`src/rtl/uart_pkg.sv`:
```
// Shared types and helpers for the parametrised UART transmitter.
package uart_pkg;

   typedef enum logic [1:0] {
      PAR_NONE = 2'd0,
      PAR_ODD  = 2'd1,
      PAR_EVEN = 2'd2
   } parity_e;

   typedef enum logic [2:0] {
      ST_IDLE,
      ST_START,
      ST_DATA,
      ST_PARITY,
      ST_STOP
   } tx_state_e;

   localparam int MAX_DATA_BITS = 9;

   function automatic int calc_div(input int clk_freq, input int baud_rate);
      return clk_freq / baud_rate;
   endfunction

   // Unused upper payload bits must be zero so they do not disturb the XOR.
   function automatic logic calc_parity(input logic [MAX_DATA_BITS-1:0] data,
                                        input parity_e mode);
      case (mode)
         PAR_ODD:  return ~(^data);
         PAR_EVEN: return ^data;
         default:  return 1'b0;
      endcase
   endfunction

endpackage

```
`src/rtl/uart_tx_fifo.sv`:
```
// Synchronous FIFO with occupancy count; dout shows the head entry combinationally.
// Writes while full and reads while empty are ignored.
module uart_tx_fifo #(
   parameter int WIDTH = 8,
   parameter int DEPTH = 16
) (
   input  logic                     clk,
   input  logic                     rst_n,
   input  logic                     wr_en,
   input  logic [WIDTH-1:0]         din,
   input  logic                     rd_en,
   output logic [WIDTH-1:0]         dout,
   output logic                     full,
   output logic                     empty,
   output logic [$clog2(DEPTH):0]   count
);
   localparam int AW = $clog2(DEPTH);
   localparam logic [AW:0] FULL_CNT = (AW+1)'(DEPTH);

   logic [WIDTH-1:0] mem [DEPTH];
   logic [AW-1:0]    wr_ptr_q, wr_ptr_d, rd_ptr_q, rd_ptr_d;
   logic [AW:0]      count_q, count_d;
   logic             push, pop;

   always_comb begin
      push     = wr_en && (count_q != FULL_CNT);
      pop      = rd_en && (count_q != '0);
      wr_ptr_d = push ? wr_ptr_q + AW'(1) : wr_ptr_q;
      rd_ptr_d = pop  ? rd_ptr_q + AW'(1) : rd_ptr_q;
      count_d  = count_q;
      if (push && !pop)      count_d = count_q + (AW+1)'(1);
      else if (pop && !push) count_d = count_q - (AW+1)'(1);
   end

   always_ff @(posedge clk or negedge rst_n) begin
      if (!rst_n) begin
         wr_ptr_q <= '0;
         rd_ptr_q <= '0;
         count_q  <= '0;
      end else begin
         wr_ptr_q <= wr_ptr_d;
         rd_ptr_q <= rd_ptr_d;
         count_q  <= count_d;
      end
   end

   // Storage needs no reset: the pointers define which entries are valid.
   always_ff @(posedge clk) begin
      if (push) mem[wr_ptr_q] <= din;
   end

   assign dout  = mem[rd_ptr_q];
   assign full  = (count_q == FULL_CNT);
   assign empty = (count_q == '0);
   assign count = count_q;

endmodule

```
`src/rtl/uart_tx_param.sv`:
```
// Parametrised UART transmitter fed by a FIFO; first start bit one cycle after the write.
// Writes while full are dropped and flagged; tx_enable low holds queued data between frames.
module uart_tx_param
   import uart_pkg::*;
#(
   parameter int CLK_FREQ   = 100_000_000,
   parameter int BAUD_RATE  = 19200,
   parameter int DATA_BITS  = 8,
   parameter int PARITY     = 0,
   parameter int STOP_BITS  = 1,
   parameter int FIFO_DEPTH = 16
) (
   input  logic                          clk,
   input  logic                          rst,
   input  logic                          trans_start,
   input  logic [DATA_BITS-1:0]          data_in,
   input  logic                          tx_enable,
   output logic                          tx_pin,
   output logic                          fifo_full,
   output logic                          fifo_empty,
   output logic [$clog2(FIFO_DEPTH):0]   fifo_count,
   output logic                          tx_busy,
   output logic                          overflow,
   output logic                          transmission_complete
);
   localparam int      DIV   = calc_div(CLK_FREQ, BAUD_RATE);
   localparam int      CW    = (DIV > 1) ? $clog2(DIV) : 1;
   localparam parity_e PMODE = parity_e'(PARITY[1:0]);

   if (DIV < 2 || DATA_BITS < 5 || DATA_BITS > 9 || PARITY < 0 || PARITY > 2 ||
       STOP_BITS < 1 || STOP_BITS > 2 || FIFO_DEPTH < 2 ||
       (FIFO_DEPTH & (FIFO_DEPTH - 1)) != 0) begin : g_bad_param
      $error("uart_tx_param: illegal parameter combination");
   end

   tx_state_e            state_q, state_d;
   logic [CW-1:0]        baud_q, baud_d;
   logic [3:0]           bit_q, bit_d;
   logic [DATA_BITS-1:0] shift_q, shift_d;
   logic                 par_q, par_d;
   logic                 tx_q, tx_d;
   logic                 busy_q, busy_d;
   logic                 done_q, done_d;
   logic                 ovf_q, ovf_d;
   logic                 baud_end, last_stop, can_load, load;
   logic [DATA_BITS-1:0] fifo_dout;

   uart_tx_fifo #(.WIDTH(DATA_BITS), .DEPTH(FIFO_DEPTH)) u_fifo (
      .clk   (clk),
      .rst_n (rst),
      .wr_en (trans_start),
      .din   (data_in),
      .rd_en (load),
      .dout  (fifo_dout),
      .full  (fifo_full),
      .empty (fifo_empty),
      .count (fifo_count)
   );

   always_comb begin
      state_d   = state_q;
      baud_d    = baud_q;
      bit_d     = bit_q;
      shift_d   = shift_q;
      par_d     = par_q;
      tx_d      = tx_q;
      busy_d    = busy_q;
      done_d    = 1'b0;
      ovf_d     = ovf_q | (trans_start & fifo_full);
      baud_end  = (baud_q == CW'(DIV - 1));
      last_stop = (bit_q == 4'(STOP_BITS - 1));
      can_load  = !fifo_empty && tx_enable;
      load      = can_load && ((state_q == ST_IDLE) ||
                               (state_q == ST_STOP && baud_end && last_stop));

      if (state_q != ST_IDLE) baud_d = baud_end ? '0 : baud_q + CW'(1);

      case (state_q)
         ST_IDLE: ;
         ST_START: if (baud_end) begin
            state_d = ST_DATA;
            tx_d    = shift_q[0];
            bit_d   = '0;
         end
         ST_DATA: if (baud_end) begin
            if (bit_q == 4'(DATA_BITS - 1)) begin
               bit_d = '0;
               if (PMODE != PAR_NONE) begin
                  state_d = ST_PARITY;
                  tx_d    = par_q;
               end else begin
                  state_d = ST_STOP;
                  tx_d    = 1'b1;
               end
            end else begin
               shift_d = shift_q >> 1;
               tx_d    = shift_q[1];
               bit_d   = bit_q + 4'd1;
            end
         end
         ST_PARITY: if (baud_end) begin
            state_d = ST_STOP;
            tx_d    = 1'b1;
            bit_d   = '0;
         end
         ST_STOP: begin
            // Registered pulse: raised one cycle early so it lands on the final stop cycle.
            if (last_stop && baud_q == CW'(DIV - 2)) done_d = 1'b1;
            if (baud_end) begin
               if (!last_stop) begin
                  bit_d = bit_q + 4'd1;
               end else begin
                  state_d = ST_IDLE;
                  busy_d  = 1'b0;
               end
            end
         end
         default: state_d = ST_IDLE;
      endcase

      if (load) begin
         state_d = ST_START;
         shift_d = fifo_dout;
         par_d   = calc_parity(MAX_DATA_BITS'(fifo_dout), PMODE);
         tx_d    = 1'b0;
         busy_d  = 1'b1;
         baud_d  = '0;
         bit_d   = '0;
      end
   end

   always_ff @(posedge clk or negedge rst) begin
      if (!rst) begin
         state_q <= ST_IDLE;
         baud_q  <= '0;
         bit_q   <= '0;
         shift_q <= '0;
         par_q   <= 1'b0;
         tx_q    <= 1'b1;
         busy_q  <= 1'b0;
         done_q  <= 1'b0;
         ovf_q   <= 1'b0;
      end else begin
         state_q <= state_d;
         baud_q  <= baud_d;
         bit_q   <= bit_d;
         shift_q <= shift_d;
         par_q   <= par_d;
         tx_q    <= tx_d;
         busy_q  <= busy_d;
         done_q  <= done_d;
         ovf_q   <= ovf_d;
      end
   end

   assign tx_pin                = tx_q;
   assign tx_busy               = busy_q;
   assign overflow              = ovf_q;
   assign transmission_complete = done_q;

endmodule

```
`config.mk`:
```
export PLATFORM = sky130hd
export DESIGN_NAME = uart_tx_param
export DESIGN_NICKNAME = d
export VERILOG_FILES = /design/src/rtl/uart_pkg.sv /design/src/rtl/uart_tx_fifo.sv /design/src/rtl/uart_tx_param.sv
export SDC_FILE = /design/constraint.sdc
export NUM_CORES = 1
export LEC_CHECK = 0
export CORE_MARGIN = 4
export CORE_UTILIZATION = 40
export CTS_CLUSTER_DIAMETER = 30
export DETAILED_ROUTE_END_ITERATION = 6
export GPL_TIMING_DRIVEN = 1
export PLACE_DENSITY = 0.63
export SLEW_MARGIN = 40
export SYNTH_ARGS = -nofsm -noshare
export SYNTH_HDL_FRONTEND = slang
export SYNTH_HIERARCHICAL = 1
export SYNTH_SLANG_ARGS = --single-unit
```
`constraint.sdc`:
```
create_clock -name clk -period 5 [get_ports clk]
set_input_delay 0.75 -clock clk [delete_from_list [all_inputs] [get_ports clk]]
set_output_delay 0.75 -clock clk [all_outputs]
set_load 0.01 [all_outputs]
```
==> results.py, run 1 <==
metrics = {
    "final_layout": {
        "areaGrowthSynthToFinish_pct": 13.5,
        "antennaDiodeCount": 0,
        "layout.nets": 563,
        "fill_cells": 1633,
        "drive_gt1_frac": 0.150,
        "fin_area_mm2": 0.00873,
    },
    "grt": {
        "antenna_found_initial": 0,
        "grt_start_max_net_pins": 46,
        "track_usage": 0.148,
        "grt_pass1_wl_mm": 24.6,
        "grt_pass1_vias": 4312,
        "globalRouteOverflowTotal": 0,
    },
    "timing": {
        "clock_skew_ns": 0.0107,
        "setup_viol": 0,
        "grt_setup_unrepaired": "no",
        "period_minus_slack_ns": 3.83,
        "hold_viol_final": 0,
        "drv_slew": 0,
        "max_freq_ghz": 0.261,
        "min_period_over_period": 0.767,
        "fin_tns_setup_ns": 0,
        "max_slew_margin": 0.458,
        "whs_ns": 0.318,
        "setup_ws_ns": 1.17,
        "tightestPinTransition_ns": 0.811,
    },
    "pwr": {
        "total_power_mw": 3.62,
        "power_frac_clock": 0.389,
        "pwr-share-seq": 0.493,
        "netSwitchingPower_mw": 0.903,
        "power-per-cell-area_mw_per_mm2": 415,
        "peakVddDrop_v": 0.000246,
        "p_leak_nw": 2.89,
        "p_int_mw": 2.72,
        "comb_power_share": 0.118,
        "switching_share": 0.249,
    },
    "synth": {
        "ys_top_cells_by_area": "edfxtp_1, dfrtp_1, mux4_2, mux2i_1, ha_1",
        "syn_avg_cell_area_um2": 14.8,
        "yosys-top-cells-count": "edfxtp_1, dfrtp_1, mux2i_1, nand2_1, o21ai_0",
        "yosys_warnings": 6,
        "synth.most_common_cell": "edfxtp_1",
        "synth_cell_types": 59,
        "synth_edf_count": 128,
        "synth_top_cell_by_area": "edfxtp_1",
        "synth_top_area_frac": 0.500,
        "ys.flop_type": "edfxtp_1",
        "syn_inst": 520,
        "synth_nets": 546,
        "yosysSeqAreaShare": 0.647,
        "syn_area_mm2": 0.00769,
        "async_flop_share": 0.260,
        "ys_ff_latch": 173,
    },
    "setup_path": {
        "worstPathRequired_ns": 5.35,
        "regToRegStartpoint": "u_fifo/count[0]",
        "crit_arrival_ns": 4.18,
        "start_kind": "flop",
        "rr_endpoint": "u_fifo/count[4]",
        "worstPathMaxFanout": 10,
        "crit_type": "reg2reg",
        "ff2ff_path_depth": 15,
        "reg2reg_slack_ns": 1.17,
        "critPathCaptureType": "flop",
    },
    "floorplanning": {
        "dieWidth_um": 147,
        "start_util": 0.408,
        "boundaryPins": 23,
        "row_count": 50,
        "die_h_um": 147,
        "core_mm2": 0.0188,
        "die_area_mm2": 0.0215,
    },
    "placement": {
        "post_dp_cell_area_mm2": 0.00808,
        "dp_hpwl_mm": 10.2,
        "port_buffers": 22,
        "post-place-ws_ns": 0.895,
        "gp_congestion": 0.825,
    },
    "clock_network": {
        "tritoncts": "done",
        "clk_pin_slew_ns": 0.07,
        "numCtsBuffers": 17,
        "cts_setup_buffers": 0,
        "root_buffer": "clkbuf_16",
        "insertion_delay_ns": 0.43,
        "clkSinkCount": 173,
        "cts_hold_buf": 0,
        "cts_resized": 0,
        "htreeDepth": 4,
        "clk_path_buf_depth": 2,
    },
    "drt": {
        "drc_errors": 0,
        "viasPerCell": 5.42,
        "post_drt_wl_per_cell_um": 18.8,
        "num_vias": 4376,
        "antenna_left": 0,
        "drt-total-wl_mm": 15.2,
        "drt_iter0_markers": 329,
        "drtPass1Iterations": 5,
    },
    "min_path": {
        "hold_path.class": "in2async",
    },
    "outcome": {
        "status": "completed",
    },
    "job": {
        "maxCapViolations": 0,
    },
}
flip-flops by register name, indices dropped and copies added (netlist names), 3 cells and up:
name             flops
u_fifo/mem         128
u_fifo/rd_ptr_q      4
u_fifo/count         5
state_q              3
u_fifo/wr_ptr_q      4
bit_q                4
baud_q              13
shift_q              8
critical path: stages (launching register included):
cell	delay, ns
dfrtp_1	0.47
or4_1	0.52
nor2_1	0.18
nor2b_1	0.14
nand2_1	0.21
a21o_1	0.31
inv_1	0.20
o21a_1	0.21
inv_2	0.09
ha_1	0.16
inv_1	0.11
fa_1	0.43
a21o_1	0.20
a21oi_1	0.17
mux2i_1	0.23
xnor2_1	0.13
through the flow:
stage | cells | util
finish | 808 | 0.464
detailed placement | 778 | 0.429
global placement | 778 | 0.428
CTS | 808 | 0.463
global route | 808 | 0.464
floorplan | 520 | -
cell families (layout without fill, tap and decap cells):
kind of cell,Yosys count,count (layout),share of synthesized area
buffers and inverters,40,68,0.0324
xor gates and xnor gates,19,19,0.0216
muxes,52,52,0.0939
and+or+nand+nor,121,121,0.0863
adders and majority gates,14,14,0.0238
AOI/OAI and AO/OA,101,101,0.0954
DFF,173,173,0.647
power groups by stage:
stage / registers [mW] / clock network [mW] / logic (mW)
2_1_floorplan: 1.78 / 0 / 0.262
3_3_place_gp: 1.80 / 0 / 0.405
3_5_place_dp: 1.82 / 0 / 0.428
4_1_cts: 1.79 / 1.44 / 0.428
5_1_grt: 1.80 / 1.50 / 0.473
6_report: 1.79 / 1.41 / 0.427
layout make-up:
| class | instances | area, µm² | area share |
|---|---|---|---|
| clock buffers | 17 | 425 | 0.0487 |
| clock inverters | 13 | 208 | 0.0238 |
| inverters | 13 | 48.8 | 0.00559 |
| well taps | 260 | 325 | 0.0373 |
| flip-flops and latches | 173 | 4980 | 0.570 |
| multi-input cells | 307 | 2500 | 0.287 |
| repair buffers | 25 | 240 | 0.0275 |
layer usage:
metal	routed length [µm]	global-route usage
met1	6810	0.196
met2	7610	0.245
met3	515	0.0310
met4	267	0.0470
met5	0	0
cell usage in the layout (no fill, tap or decap), types with 13 or more instances in the layout:
cell type	count
mux4_2	16
ha_1	13
clkbuf_16	17
dfrtp_1	42
mux2i_1	35
nor2_1	24
xnor2_1	18
clkdlybuf4s50_1	21
edfxtp_1	128
nand3_1	16
nand2_1	29
o21ai_0	28
worst max-delay path by stage:
stage	depth (start not counted)	slack [ns]	startpoint	end
CTS	15	1.18	u_fifo/count[0]	u_fifo/count[4]
global route	15	0.88	u_fifo/count[0]	u_fifo/count[4]
floorplan	16	1.57	u_fifo/count[3]	u_fifo/count[4]
finish	15	1.17	u_fifo/count[0]	u_fifo/count[4]
global placement	14	1.03	tx_enable	u_fifo/count[4]
detailed placement	14	0.90	tx_enable	u_fifo/count[4]
Power figures use the tool's default switching activity.
==> inputs of run 2 (changes only) <==
Settings changed: PLACE_DENSITY 0.63 to 0.65.
Clock period 5 ns to 3.1 ns, I/O delays scaled along.
==> run 2 against run 1 <==
  * Non-clock buffer count grew 41
  * Register-to-register slack lost 0.95 ns
  * Worst setup slack got worse by 0.95 ns
  * First-iteration DRC count decreased by 30%
  * Global-route usage increased by 0.43 points
  * Clock-buffer cell count up 3
  * Critical path type unchanged
  * Critical path depth unchanged
  * Clock skew is essentially flat
  * Flip-flop and latch count is the same
  * Total power increased by 54%
  * Core utilization grew 1.2 points
==> results.py, run 2 (synthesized netlist as in run 1, its figures left out) <==
metrics = {
    "setup_path": {
        "start_kind": "flop",
        "reg2reg_slack_ns": 0.22,
        "rr_endpoint": "u_fifo/count[4]",
        "ff2ff_path_depth": 15,
        "crit_type": "reg2reg",
        "crit_arrival_ns": 3.22,
        "regToRegStartpoint": "u_fifo/count[1]",
        "critPathCaptureType": "flop",
        "worstPathMaxFanout": 5,
        "worstPathRequired_ns": 3.44,
    },
    "final_layout": {
        "antennaDiodeCount": 0,
        "final_common_cell": "edfxtp_1",
        "reg.largest.list": "u_fifo/mem (128), baud_q (13), shift_q (8)",
        "regArea_mm2": 0.00497,
        "fill_cells": 1615,
        "layout.nets": 604,
        "fin_area_mm2": 0.00895,
        "multiInputGateArea_mm2": 0.00251,
        "utilization": 0.475,
        "drive_gt1_frac": 0.200,
        "layout_common_cells": "edfxtp_1, dfrtp_1, buf_4",
        "largest_reg_flops": 128,
        "regMostFlops": "u_fifo/mem",
        "areaGrowthSynthToFinish_pct": 16.4,
    },
    "clock_network": {
        "clk_path_buf_depth": 2,
        "tritoncts": "done",
        "htreeDepth": 4,
        "clkSinkCount": 173,
        "insertion_delay_ns": 0.42,
        "numCtsBuffers": 17,
        "root_buffer": "clkbuf_16",
        "clk_pin_slew_ns": 0.06,
    },
    "drt": {
        "viasPerCell": 5.34,
        "num_vias": 4543,
        "post_drt_wl_per_cell_um": 18.5,
        "antenna_left": 0,
        "drt-total-wl_mm": 15.8,
        "drtPass1Iterations": 4,
        "drt_iter0_markers": 230,
        "drc_errors": 0,
    },
    "placement": {
        "post_dp_cell_area_mm2": 0.00837,
        "dp_hpwl_mm": 10.5,
        "gp_congestion": 0.806,
        "port_buffers": 22,
    },
    "floorplanning": {
        "dieWidth_um": 147,
        "start_util": 0.408,
        "row_count": 50,
        "die_area_mm2": 0.0215,
        "core_mm2": 0.0188,
        "boundaryPins": 23,
        "die_h_um": 147,
    },
    "grt": {
        "globalRouteOverflowTotal": 0,
        "grt_start_max_net_pins": 33,
        "track_usage": 0.153,
        "antenna_found_initial": 0,
        "grt_pass1_wl_mm": 25.5,
        "grt_pass1_vias": 4632,
    },
    "timing": {
        "hold_viol_final": 0,
        "setup_viol": 0,
        "drv_slew": 0,
        "max_freq_ghz": 0.347,
        "max_slew_margin": 0.526,
        "tightestPinTransition_ns": 0.709,
        "min_period_over_period": 0.930,
        "clock_skew_ns": 0.0106,
        "grt_setup_unrepaired": "yes",
        "period_minus_slack_ns": 2.88,
    },
    "pwr": {
        "p_leak_nw": 3.06,
        "power-per-cell-area_mw_per_mm2": 624,
        "peakVddDrop_v": 0.000445,
    },
    "min_path": {
        "holdCritStartpoint": "overflow",
        "min_to": "overflow",
        "worstHoldPathCells": 1,
        "hold_path.class": "reg2reg",
    },
    "outcome": {
        "status": "completed",
    },
    "job": {
        "maxCapViolations": 0,
    },
}
==> run 2: layer usage <==
metal | global-route usage | part of all wire | up-vias
li1 | - | - | 2135
met1 | 0.203 | 0.44 | 2291
met2 | 0.253 | 0.51 | 99
met3 | 0.0304 | 0.036 | 18
met4 | 0.0494 | 0.012 | 0
met5 | 0 | 0 | -
==> run 2: per-stage QoR <==
step           setup slack, ns  std cells  setup TNS (ns)  hold WS (ns)  power, mW
3_3_place_gp             0.159        813               0         0.439       3.68
5_1_grt                -0.0115        850         -0.0115         0.468       5.86
2_1_floorplan        -0.000258        520       -0.000258         0.169       3.33
3_5_place_dp             0.103        813               0         0.446       3.73
6_report                 0.218        850               0         0.454       5.59
4_1_cts                  0.137        845               0         0.457       5.64
==> run 2: cell type report <==
class / count / area share
Sequential cell: 173 / 0.555
Multi-Input combinational cell: 307 / 0.281
Timing Repair Buffer: 66 / 0.0626
Clock buffer: 20 / 0.0488
Tap cell: 260 / 0.0363
Clock inverter: 11 / 0.00992
Inverter: 13 / 0.00601
==> run 2: critical path: stages (launching register included) <==
cell     delay (ns)
dfrtp_1        0.38
or4_4          0.56
nor2_4         0.13
nor2b_4        0.06
nand2_2        0.06
a21o_1         0.14
inv_4          0.04
o21a_1         0.11
inv_2          0.08
ha_4           0.14
inv_4          0.05
fa_2           0.34
a21o_1         0.19
a21oi_2        0.14
mux2i_1        0.22
xnor2_1        0.14
==> run 2: how the worst max path moves through the flow <==
| stage | start | end |
|---|---|---|
| after floorplan | u_fifo/count[2] | u_fifo/count[4] |
| after global placement | tx_enable | u_fifo/count[4] |
| after detailed placement | tx_enable | u_fifo/count[4] |
| after CTS | u_fifo/count[2] | u_fifo/count[4] |
| after global routing | u_fifo/count[1] | u_fifo/count[4] |
| final | u_fifo/count[1] | u_fifo/count[4] |
==> run 2: report_power, final <==
part | internal (mW) | total [mW] | leakage, nW | switching (mW)
Clock | 1.03 | 1.89 | 0.247 | 0.862
Combinational | 0.384 | 0.845 | 1.14 | 0.461
Sequential | 2.73 | 2.85 | 1.68 | 0.119
==> run 2: what timing repair did <==
| action | 4_1_cts | 5_1_grt |
|---|---|---|
| hold buffers | 1 | 0 |
| endpoints found under the hold margin | 13 | 0 |
| setup endpoints to repair | 0 | 1 |
| setup buffers | 0 | 5 |
| gates resized for setup | 0 | 1 |
==> inputs of run 3 (changes only) <==
Settings changed: DONT_BUFFER_PORTS from default to 1, PLACE_DENSITY 0.65 to 0.63.
==> run 3 against run 2 <==
  * Flip-flop and latch count is the same
  * Sequential share of layout area grew 1.4 points
  * Via count shrank 1.8%
  * Largest cell class unchanged
  * Clock-buffer cell count shrank 3
  * Register-to-register slack lost 0.04 ns
  * Largest power group unchanged
  * Cell count shrank 3.3%
==> results.py, run 3 (synthesized netlist as in run 1, its figures left out) <==
metrics = {
    "pwr": {
        "peakVddDrop_v": 0.000407,
        "power-per-cell-area_mw_per_mm2": 634,
        "p_leak_nw": 2.98,
        "total_power_mw": 5.54,
    },
    "setup_path": {
        "ff2ff_path_depth": 15,
        "crit_type": "reg2reg",
        "crit_family": "simple AND/OR/NAND/NOR gates",
        "path_cells": "or4_4 -> nor2_4 -> nor2b_4 -> nand2_4 -> a21o_1 -> inv_4 -> o21a_1 -> inv_2 -> ha_4 -> inv_4 -> fa_2 -> a21o_1 -> a21oi_2 -> mux2i_1 -> xnor2_1",
        "crit_arrival_ns": 3.26,
        "slowest_delay_ns": 0.56,
        "worstPathRequired_ns": 3.44,
        "start_kind": "flop",
        "critPathCaptureType": "flop",
        "worstPathMaxFanout": 6,
        "path_buf_inv": 3,
        "slowest_stage": "or4_4",
        "worst-path-stages": 15,
    },
    "floorplanning": {
        "die_h_um": 147,
        "start_util": 0.408,
        "boundaryPins": 23,
        "row_count": 50,
        "die_area_mm2": 0.0215,
        "core_mm2": 0.0188,
        "dieWidth_um": 147,
    },
    "drt": {
        "num_vias": 4460,
        "drc_errors": 0,
        "drt_iter0_markers": 295,
        "drt-total-wl_mm": 15.4,
        "post_drt_wl_per_cell_um": 18.8,
        "viasPerCell": 5.43,
        "antenna_left": 0,
        "drtPass1Iterations": 7,
    },
    "timing": {
        "fin_tns_setup_ns": 0,
        "clock_skew_ns": 0.00934,
        "drv_slew": 0,
        "hold_viol_final": 0,
        "tightestPinTransition_ns": 0.749,
        "max_slew_margin": 0.499,
        "period_minus_slack_ns": 2.92,
        "min_period_over_period": 0.942,
        "setup_viol": 0,
        "max_freq_ghz": 0.342,
    },
    "clock_network": {
        "clkSinkCount": 173,
        "clk_pin_slew_ns": 0.07,
        "insertion_delay_ns": 0.42,
        "tritoncts": "done",
        "root_buffer": "clkbuf_16",
        "numCtsBuffers": 17,
        "clk_path_buf_depth": 2,
        "htreeDepth": 4,
    },
    "final_layout": {
        "antennaDiodeCount": 0,
        "fin_area_mm2": 0.00873,
        "largest_reg_flops": 128,
        "layout.nets": 575,
        "reg.largest.list": "u_fifo/mem (128), baud_q (13), shift_q (8)",
        "fill_cells": 1645,
        "utilization": 0.463,
        "areaGrowthSynthToFinish_pct": 13.5,
        "drive_gt1_frac": 0.206,
        "layout_common_cells": "edfxtp_1, dfrtp_1, mux2i_1, buf_4, o21ai_0",
        "regMostFlops": "u_fifo/mem",
        "final_common_cell": "edfxtp_1",
    },
    "outcome": {
        "status": "completed",
    },
    "job": {
        "maxCapViolations": 0,
    },
    "placement": {
        "port_buffers": 0,
        "gp_congestion": 0.817,
        "post_dp_cell_area_mm2": 0.00810,
        "dp_hpwl_mm": 10.2,
    },
    "grt": {
        "grt_pass1_vias": 4457,
        "grt_start_max_net_pins": 46,
        "antenna_found_initial": 0,
        "grt_pass1_wl_mm": 24.9,
        "track_usage": 0.149,
        "globalRouteOverflowTotal": 0,
    },
    "min_path": {
        "hold_path.class": "in2reg",
        "worstHoldPathCells": 0,
    },
}
[run 3: cell types whose count changed in the layout (fill, tap and decap cells not counted), sizes merged]
cell and delta:
clkinvlp -1, buf -8, clkdlybuf4s50 -21, clkinv -1, clkbuf -3, inv +6
[run 3: layout make-up]
| class | instances | area, µm² | area share |
|---|---|---|---|
| sequential | 173 | 4970 | 0.570 |
| multi-input combinational | 307 | 2530 | 0.289 |
| clock buffer | 17 | 425 | 0.0487 |
| tap | 260 | 325 | 0.0373 |
| timing repair buffer | 37 | 300 | 0.0344 |
| clock inverter | 15 | 124 | 0.0142 |
| inverter | 13 | 53.8 | 0.00616 |
[run 3: report_power, final]
group / internal, mW / switching [mW] / total [mW]
Sequential: 2.73 / 0.106 / 2.84
Clock: 1.05 / 0.925 / 1.98
Combinational: 0.289 / 0.433 / 0.722
[run 3: final timing paths]
kind	to	start	slack (ns)
max	u_fifo/count[4]	u_fifo/count[2]	0.18
min	u_fifo/mem[8][3]	data_in[3]	0.14
max reg2reg	u_fifo/count[4]	u_fifo/count[2]	0.18
min reg2reg	overflow	overflow	0.53
max in group asynchronous	tx_pin	rst	2.30
min in group asynchronous	transmission_complete	rst	0.53
[run 3: through the flow]
step | setup slack, ns | instances | hold slack, ns
after floorplan | -0.000258 | 520 | 0.169
final | 0.180 | 822 | 0.136
after detailed placement | 0.0713 | 785 | 0.170
after global routing | -0.0239 | 822 | 0.105
after CTS | 0.0547 | 819 | 0.112
after global placement | 0.160 | 785 | 0.171
[run 3: what timing repair did]
| action | CTS | global route |
|---|---|---|
| hold buffers | 2 | 0 |
| endpoints found under the hold margin | 45 | 0 |
| endpoints found under the setup margin | 0 | 1 |
| setup buffers | 0 | 3 |
| resized for setup | 0 | 2 |
[run 3: routing by layer]
layer  part of all wire  wire length, µm  track usage
met5                  0                0            0
met4              0.011              165       0.0452
met3              0.035              546       0.0301
met2               0.51             7910        0.248
met1               0.44             6790        0.197
[run 3: worst reg2reg max path, cell delays in order, from the launching register on]
cell and delay (ns):
dfrtp_1 0.38, or4_4 0.56, nor2_4 0.13, nor2b_4 0.07, nand2_4 0.06, a21o_1 0.14
inv_4 0.07, o21a_1 0.13, inv_2 0.09, ha_4 0.14, inv_4 0.05, fa_2 0.37
a21o_1 0.18, a21oi_2 0.13, mux2i_1 0.22, xnor2_1 0.14
